`src/rtl/rni_axi_wr_ctl.sv`:
```
// Write-path sequencer for the RNI AXI slave port: queues AW words, caps outstanding writes,
// issues one core request per burst and streams its W beats with a local beat index and last flag.

`ifndef AXI4_AW_WIDTH
`define AXI4_AW_WIDTH 48
`endif
`ifndef AXI4_AWLEN_RANGE
`define AXI4_AWLEN_RANGE 15:8
`endif
`ifndef AXI4_W_WIDTH
`define AXI4_W_WIDTH 37
`endif
`ifndef AXI4_WLAST_RANGE
`define AXI4_WLAST_RANGE 36:36
`endif

module rni_axi_wr_ctl #(
    parameter int AWQ_DEPTH = 4,
    parameter int AWQ_PTR_W = 2,
    parameter int MAX_OS    = 8
) (
    input  logic                      clk,
    input  logic                      rst_n,
    input  logic [`AXI4_AW_WIDTH-1:0] AW_CH_S0,
    input  logic                      AWVALID0,
    output logic                      AWREADY0,
    input  logic [`AXI4_W_WIDTH-1:0]  W_CH_S0,
    input  logic                      WVALID0,
    output logic                      WREADY0,
    output logic                      wr_req_valid_o,
    input  logic                      wr_req_ready_i,
    output logic [`AXI4_AW_WIDTH-1:0] wr_req_aw_o,
    output logic                      wr_dat_valid_o,
    input  logic                      wr_dat_ready_i,
    output logic [`AXI4_W_WIDTH-1:0]  wr_dat_w_o,
    output logic [7:0]                wr_dat_idx_o,
    output logic                      wr_dat_last_o,
    input  logic                      b_done_i,
    output logic [7:0]                os_cnt_o,
    output logic                      err_wlast_o
);

    localparam logic [7:0]         MAX_OS_C = 8'(MAX_OS);
    localparam logic [AWQ_PTR_W:0] DEPTH_C  = (AWQ_PTR_W+1)'(AWQ_DEPTH);
    localparam logic [AWQ_PTR_W:0] CNT_ONE  = {{AWQ_PTR_W{1'b0}}, 1'b1};
    localparam logic [AWQ_PTR_W:0] CNT_ZERO = {(AWQ_PTR_W+1){1'b0}};

    typedef enum logic [1:0] {
        ST_IDLE = 2'd0,
        ST_REQ  = 2'd1,
        ST_DATA = 2'd2
    } state_e;

    state_e                      state_r;
    state_e                      state_s;
    logic [`AXI4_AW_WIDTH-1:0]   mem_r [AWQ_DEPTH];
    logic [AWQ_PTR_W-1:0]        wr_ptr_r;
    logic [AWQ_PTR_W-1:0]        rd_ptr_r;
    logic [AWQ_PTR_W:0]          cnt_r;
    logic [7:0]                  os_cnt_r;
    logic [7:0]                  beat_cnt_r;
    logic                        err_r;
    logic                        rdy_en_r;

    logic                        push_s;
    logic                        pop_s;
    logic                        dat_hs_s;
    logic                        last_s;
    logic                        os_dec_s;
    logic                        beat_clr_s;
    logic                        beat_inc_s;
    logic                        err_set_s;
    logic [`AXI4_AW_WIDTH-1:0]   head_s;

    // Handshake qualifiers; readiness is held off for one cycle after reset release.
    assign AWREADY0 = rdy_en_r && (cnt_r != DEPTH_C) && (os_cnt_r < MAX_OS_C);
    assign push_s   = AWVALID0 && AWREADY0;
    assign head_s   = mem_r[rd_ptr_r];
    assign last_s   = (beat_cnt_r == head_s[`AXI4_AWLEN_RANGE]);
    assign dat_hs_s = (state_r == ST_DATA) && WVALID0 && wr_dat_ready_i;
    assign os_dec_s = b_done_i && (os_cnt_r != 8'd0);

    assign wr_req_aw_o   = (state_r == ST_REQ)  ? head_s     : {`AXI4_AW_WIDTH{1'b0}};
    assign wr_dat_w_o    = (state_r == ST_DATA) ? W_CH_S0    : {`AXI4_W_WIDTH{1'b0}};
    assign wr_dat_idx_o  = (state_r == ST_DATA) ? beat_cnt_r : 8'd0;
    assign wr_dat_last_o = (state_r == ST_DATA) && last_s;
    assign os_cnt_o      = os_cnt_r;
    assign err_wlast_o   = err_r;

    // Next-state and per-state output decode.
    always_comb begin
        state_s        = state_r;
        wr_req_valid_o = 1'b0;
        wr_dat_valid_o = 1'b0;
        WREADY0        = 1'b0;
        pop_s          = 1'b0;
        beat_clr_s     = 1'b0;
        beat_inc_s     = 1'b0;
        err_set_s      = 1'b0;
        case (state_r)
            ST_IDLE: begin
                if (cnt_r != CNT_ZERO) begin
                    state_s = ST_REQ;
                end else begin
                    state_s = ST_IDLE;
                end
            end
            ST_REQ: begin
                wr_req_valid_o = 1'b1;
                if (wr_req_ready_i) begin
                    beat_clr_s = 1'b1;
                    state_s    = ST_DATA;
                end else begin
                    state_s    = ST_REQ;
                end
            end
            ST_DATA: begin
                wr_dat_valid_o = WVALID0;
                WREADY0        = wr_dat_ready_i;
                if (dat_hs_s) begin
                    err_set_s = (W_CH_S0[`AXI4_WLAST_RANGE] != last_s);
                    if (last_s) begin
                        pop_s = 1'b1;
                        // Entry left behind after the pop, counting one pushed this cycle.
                        if ((cnt_r != CNT_ONE) || push_s) begin
                            state_s = ST_REQ;
                        end else begin
                            state_s = ST_IDLE;
                        end
                    end else begin
                        beat_inc_s = 1'b1;
                    end
                end else begin
                    state_s = ST_DATA;
                end
            end
            default: begin
                state_s = ST_IDLE;
            end
        endcase
    end

    // State register and post-reset ready enable.
    always_ff @(posedge clk or negedge rst_n) begin
        if (!rst_n) begin
            state_r  <= ST_IDLE;
            rdy_en_r <= 1'b0;
        end else begin
            state_r  <= state_s;
            rdy_en_r <= 1'b1;
        end
    end

    // AW queue storage and pointers.
    always_ff @(posedge clk or negedge rst_n) begin
        if (!rst_n) begin
            for (int i = 0; i < AWQ_DEPTH; i++) begin
                mem_r[i] <= {`AXI4_AW_WIDTH{1'b0}};
            end
            wr_ptr_r <= {AWQ_PTR_W{1'b0}};
            rd_ptr_r <= {AWQ_PTR_W{1'b0}};
        end else begin
            if (push_s) begin
                mem_r[wr_ptr_r] <= AW_CH_S0;
                wr_ptr_r        <= wr_ptr_r + 1'b1;
            end
            if (pop_s) begin
                rd_ptr_r <= rd_ptr_r + 1'b1;
            end
        end
    end

    // Queue occupancy and outstanding-write counters.
    always_ff @(posedge clk or negedge rst_n) begin
        if (!rst_n) begin
            cnt_r    <= CNT_ZERO;
            os_cnt_r <= 8'd0;
        end else begin
            case ({push_s, pop_s})
                2'b10:   cnt_r <= cnt_r + 1'b1;
                2'b01:   cnt_r <= cnt_r - 1'b1;
                default: cnt_r <= cnt_r;
            endcase
            case ({push_s, os_dec_s})
                2'b10:   os_cnt_r <= os_cnt_r + 8'd1;
                2'b01:   os_cnt_r <= os_cnt_r - 8'd1;
                default: os_cnt_r <= os_cnt_r;
            endcase
        end
    end

    // Beat index within the active burst and sticky WLAST disagreement flag.
    always_ff @(posedge clk or negedge rst_n) begin
        if (!rst_n) begin
            beat_cnt_r <= 8'd0;
            err_r      <= 1'b0;
        end else begin
            if (beat_clr_s) begin
                beat_cnt_r <= 8'd0;
            end else if (beat_inc_s) begin
                beat_cnt_r <= beat_cnt_r + 8'd1;
            end
            if (err_set_s) begin
                err_r <= 1'b1;
            end
        end
    end

endmodule

```
`config.mk`:
```
export PLATFORM = sky130hd
export DESIGN_NAME = rni_axi_wr_ctl
export DESIGN_NICKNAME = d
export VERILOG_FILES = /design/src/rtl/rni_axi_wr_ctl.sv
export SDC_FILE = /design/constraint.sdc
export NUM_CORES = 1
export LEC_CHECK = 0
export CAP_MARGIN = 5
export CORE_MARGIN = 1
export CORE_UTILIZATION = 45
export CTS_CLUSTER_DIAMETER = 80
export CTS_CLUSTER_SIZE = 8
export DETAILED_ROUTE_END_ITERATION = 12
export PLACE_DENSITY_LB_ADDON = 0.05
export SLEW_MARGIN = 30
export SYNTH_ARGS = -nofsm -noshare
export SYNTH_HDL_FRONTEND = slang
export SYNTH_SLANG_ARGS = --single-unit
```
`constraint.sdc`:
```
create_clock -name clk -period 3.9 [get_ports clk]
set_input_delay 0.585 -clock clk [delete_from_list [all_inputs] [get_ports clk]]
set_output_delay 0.585 -clock clk [all_outputs]
set_load 0.1 [all_outputs]
```
After elaboration in Yosys (flattened, before gate mapping)
Cells that the tools add are included.
- bits in registers: 219
- latch bits: 0
- bits in writable memories: 0
- bits in read-only memories: 0
- input port bits: 92
- output and inout bits: 107
- memories: 0
- add/sub/neg operators: 7
- $mul: 0
- div/mod/pow operators: 0
- $lt $le $gt $ge: 4
- equality and inequality tests: 11
- shift-type cells: 0
- multiplexer cells: 32
- bitwise gates (word level): 2
- reductions and logical operators: 15
- operators with widths (operator ; number):
    192-bit bitwise mux ; 1
    48-bit two-way mux ; 4
    48-bit binary-select mux with 2-bit select ; 1
    48-bit demux with 2-bit select ; 1
    37-bit two-way mux ; 1
    8-bit two-way mux ; 3
    8-bit by 1-bit adder with 8-bit output, second input constant ; 2
    8-bit case mux with 2 select lines ; 1
    1-bit two-way mux ; 15
    8-bit equality test ; 1
    1-bit logical AND ; 8
    8-bit by 4-bit < comparator with 1-bit output, second input constant ; 1
    8-bit nonzero test ; 1
    8-bit by 1-bit subtractor with 8-bit output, second input constant ; 1
    2-bit by 1-bit equality test with 1-bit output, second input constant ; 3
    2-bit equality test, second input constant ; 3
    3-bit greater-or-equal comparator, second input constant ; 2
    2-bit two-way mux ; 3
    3-bit != test, second input constant ; 2
    2-bit NOT with 3-bit output ; 2
    2-bit case mux with 3 select lines ; 1
    3-bit case mux with 2 select lines ; 1
    2-bit nonzero test ; 3
    2-bit by 1-bit adder with 2-bit output, second input constant ; 2
    other kinds (8) ; 8

Logic depth before layout (Yosys ltp)
Gate-level depths: netlist (run 1).
- depth after elaboration: 10
- mapped depth: 16
- depth with buffers taken out: 15

Worst setup path before layout (run 1)
Ideal clock, no wire load.
- kind: reg-to-reg
- start: register os_cnt_r[6] (netlist: os_cnt_o[6])
- end: register os_cnt_r[7] (netlist: os_cnt_o[7])
- library setup time: 89 ps
- arrival: 4343 ps
- required time: 3811 ps
- slack: -532 ps
- cell stages (with the launch flop): 14
- path buffers: 1
- clock period less this slack: 4432 ps
- path through: dfrtp_1 -> nor3_1 -> and4_1 -> and2_1 -> buf_2 -> inv_1 -> ha_1 -> ha_1 -> a21o_1 -> a21oi_1 -> o21ai_0 -> a2111o_1 -> a2111o_1 -> o211ai_1
- word-level cells in the longest chain between the ends: 5
- RTL lines (item ; RTL line ; RTL):
    start: declaration ; 60 ; logic [7:0] os_cnt_r;
    start signal: assignment ; 185 ; 2'b10: os_cnt_r <= os_cnt_r + 8'd1;
    start signal: assignment ; 186 ; 2'b01: os_cnt_r <= os_cnt_r - 8'd1;
    start signal: assignment ; 187 ; default: os_cnt_r <= os_cnt_r;
    8-bit by 4-bit < comparator with 1-bit output * ; 76 ; assign AWREADY0 = rdy_en_r && (cnt_r != DEPTH_C) && (os_cnt_r < MAX_OS_C);
    1-bit logical AND * ; 76 ;
    net AWREADY0 ; 26 ; output logic AWREADY0,
    1-bit logical AND * ; 77 ; assign push_s = AWVALID0 && AWREADY0;
    2-bit by 1-bit equality test with 1-bit output / 2-bit equality test (equally long branches) ; 184 ; case ({push_s, os_dec_s})
    8-bit case mux with 2 select lines / 2-bit nonzero test (equally long branches) ; - ;
Mark *: on every way through the listed nets, which the timed path passes. The rest lies on a longest branch.
A chain may end at the register's enable or synchronous reset.

Final worst setup path (run 1)
- start: register rd_ptr_r[0]
- end: output wr_dat_last_o
- word-level cells in the longest chain between the ends: 6
- RTL lines (item ; RTL line ; RTL):
    start: declaration ; 58 ; logic [AWQ_PTR_W-1:0] rd_ptr_r;
    start signal: assignment ; 161 ; rd_ptr_r <= {AWQ_PTR_W{1'b0}};
    start signal: assignment ; 168 ; rd_ptr_r <= rd_ptr_r + 1'b1;
    2-bit NOT with 3-bit output (implied by the code) ; 78 ; assign head_s = mem_r[rd_ptr_r];
    48-bit binary-select mux with 2-bit select ; 78 ;
    48-bit two-way mux (implied by the code) (2 in series) ; 78 ;
    8-bit equality test ; 79 ; assign last_s = (beat_cnt_r == head_s[`AXI4_AWLEN_RANGE]);
    1-bit logical AND ; 86 ; assign wr_dat_last_o = (state_r == ST_DATA) && last_s;
    end: declaration ; 37 ; output logic wr_dat_last_o,
No other way between the ends. The select of a mux whose other input is x is not followed.

==> flow_metrics.tcl, run 1 <==
set metrics [dict create \
    grt_max_degree 91 \
    ant_nets 0 \
    yosysUniqueCellTypes 45 \
    die_area_um2 24200 \
    coreArea_um2 22900 \
    grt_util_all_layers_pct 21.8 \
    firstDrtPassIters 4 \
    finalClockSkew_ns 0.0111 \
    hold_class "input pin to async pin" \
    start_kind "flip-flop" \
    yosysWarnings 0 \
    setup_viol 0 \
    portBuffers 198 \
    cts_tree "yes" \
    cp_max_fo 26 \
    worstSetupEndpointType "output port" \
    grt.busiest_layer "met2" \
    hold_slack_ns 0.101 \
    layout_commonest_cell "dfrtp_1" \
    powerDensity_nw_per_um2 802 \
    grt_overflow 0 \
    synth_top_area_share_pct 51.5 \
    drv_cap 0 \
    tns_ns 0 \
    rows 55 \
    wl_per_cell_um 19.9 \
    rsz0062_at_grt "no" \
    slew_headroom_pct 33.9 \
    netlist_instances 762 \
    syn_area_per_cell_um2 14.0 \
    wirelength_um 25300 \
    grt_pass1_wl_um 41000 \
    place_ws_ns 0.429 \
    drt_iter0_drc 242 \
    n_antenna_cell 0 \
    io_pins 199 \
    fp.dieH_um 156 \
    vias 6877 \
    finalCriticalPeriod_ns 3.63 \
    grt_pass1_vias 7678 \
    timing.critical_path.from "rd_ptr_r[0]" \
    insertion_delay_ns 0.53 \
    post-route-period-util_pct 93.0 \
    drive_gt1_share_pct 42.0 \
    final_max_slew_viol_count 0 \
    post_cts_buffers 0 \
    htree_levels 1 \
    area_delta_synth_final_pct 27.3 \
    ys_ff_latch 219 \
    start_util_pct 46.4 \
    p_leak_nw 6.50 \
    use_met2_pct 40.7 \
    synthTopCellsByArea "dfrtp_1 (52%), mux2_2 (20%), mux4_2 (10%)" \
    mostFrequentLayoutCells "dfrtp_1 (214), mux2_2 (193), buf_4 (111)" \
    status "complete, no violations" \
    grt_use_met1_pct 24.8 \
    globalRouteMet3Util_pct 4.81 \
    cts.sinks 219 \
    cts_root_buffer "clkbuf_16" \
    ys_seq_area_share_pct 51.5 \
    hpwl_um 17200 \
    cts_made_buffers 31 \
    gp_congestion 0.789 \
    setup_ws_ns 0.271 \
    synth_top_area_cell "dfrtp_1" \
    timing.fmax_mhz 276 \
    path_class "flip-flop to output port" \
    syn_nets 872 \
    viasPerCell 5.39 \
    clkTransAtPathRegs_ns 0.05 \
    final_nets 1071 \
    final_hold_viol_count 0 \
    crit_arrival_ns 3.04 \
    synth_edf_count 0 \
    r2r-start "cnt_r[0]" \
    drc 0 \
    worst_pin_slew_ns 0.989 \
    synth_top_flop_cell "dfrtp_1" \
    fp.dieW_um 156 \
    postCtsHoldBufs 0 \
    syn-cell-area_um2 10600 \
    finalPower_mw 10.9 \
    antenna_found_initial 0 \
    cts_resized 0 \
    irDropWorstVdd_mv 0.385 \
    required_ns 3.31 \
    async_reset_ff_share_pct 100 \
    clockBufferDepth 3 \
    finish.utilization_pct 59.1 \
]
[state kept, by name, summed over array words and instances (netlist names)]
register	count
os_cnt_o	8
state_r	2
cnt_r	3
wr_ptr_r	2
rdy_en_r	1
mem_r	192
err_wlast_o	1
beat_cnt_r	8
rd_ptr_r	2
[Yosys cell counts (2+ instances only)]
cell      number
nand4_1        4
nor3b_1        2
o31ai_1        4
o211ai_1       4
a2111o_1       2
mux2_2       193
a31oi_1        2
nor2_1         7
ha_1          17
nor2b_1        4
a21boi_0       2
dfrtp_1      219
buf_2         18
xor2_1         4
a21oi_1        3
a21o_1         2
mux4_2        48
nand2_1       22
nand3_1        7
inv_1         17
mux2i_1        4
clkbuf_1      27
buf_6          2
xnor2_1       15
nand2b_1       3
nor3_1         6
o21ai_0       10
and2_1        97
[kinds of logic after synthesis]
group | synth area share [%]
compound gates | 2.17
xor+xnor | 1.57
fa+ha+maj | 2.19
buf+inv | 2.79
flops | 51.5
mux | 31.0
other cells | 0.0353
simple gates | 8.72
[final cells by class]
class	count	area [um2]
Fill cell	1875	9380
Sequential cell	219	5490
Multi-Input combinational cell	477	4880
Timing Repair Buffer	215	1920
Clock buffer	34	787
Tap cell	313	392
Inverter	17	63.8
Clock inverter	1	7.51
[critical path, stage by stage (launching register included)]
cell	delay, ns
dfrtp_4	0.78
mux4_2	0.62
xnor2_1	0.18
nand4_1	0.20
nor2_2	0.30
and2_1	0.22
buf_12	0.18
[path summary, 6_finish.rpt]
kind                            cells past startpoint  slack [ns]            end
min in group clk                                    1        0.48    err_wlast_o
worst max-delay path                                6        0.27  wr_dat_last_o
max in group asynchronous                           2        2.80     mem_r[163]
worst min register to register                      1        0.48    err_wlast_o
worst max register to register                     14        0.43    os_cnt_o[7]
worst min-delay path                                1        0.10     mem_r[190]
[metrics by stage]
step,area (um2),instances
2_1_floorplan,10600,762
4_1_cts,13500,1276
6_report,13500,1276
3_3_place_gp,12700,1241
3_5_place_dp,12700,1241
5_1_grt,13500,1276
[power by group]
group	internal [mW]	switching [mW]
Combinational	1.88	3.03
Sequential	3.09	0.579
Clock	1.39	0.884
Total	6.36	4.50
[metal layers]
layer	share of wire [%]	vias up
met4	2.3	0
met5	0	-
met3	6.4	37
met1	39	3529
met2	53	208
li1	-	3103
No activity file was read; power rests on OpenSTA's default activity.
==> inputs of run 2 (changes only) <==
--- a/config.mk
+++ b/config.mk
@@ -12,7 +12,7 @@
 export CTS_CLUSTER_SIZE = 8
 export DETAILED_ROUTE_END_ITERATION = 12
 export PLACE_DENSITY_LB_ADDON = 0.05
-export SLEW_MARGIN = 30
+export SKIP_CTS_REPAIR_TIMING = 1
 export SYNTH_ARGS = -nofsm -noshare
 export SYNTH_HDL_FRONTEND = slang
 export SYNTH_SLANG_ARGS = --single-unit
==> results of run 2 <==
Same layout as run 1: the final DEF is identical, and so are final timing and power.
==> inputs of run 3 (changes only) <==
--- a/config.mk
+++ b/config.mk
@@ -11,6 +11,7 @@
 export CTS_CLUSTER_DIAMETER = 80
 export CTS_CLUSTER_SIZE = 8
 export DETAILED_ROUTE_END_ITERATION = 12
+export HOLD_SLACK_MARGIN = 0.06
 export PLACE_DENSITY_LB_ADDON = 0.05
 export SKIP_CTS_REPAIR_TIMING = 1
 export SYNTH_ARGS = -nofsm -noshare
==> results of run 3 <==
Same layout as run 1: the final DEF is identical, and so are final timing and power.
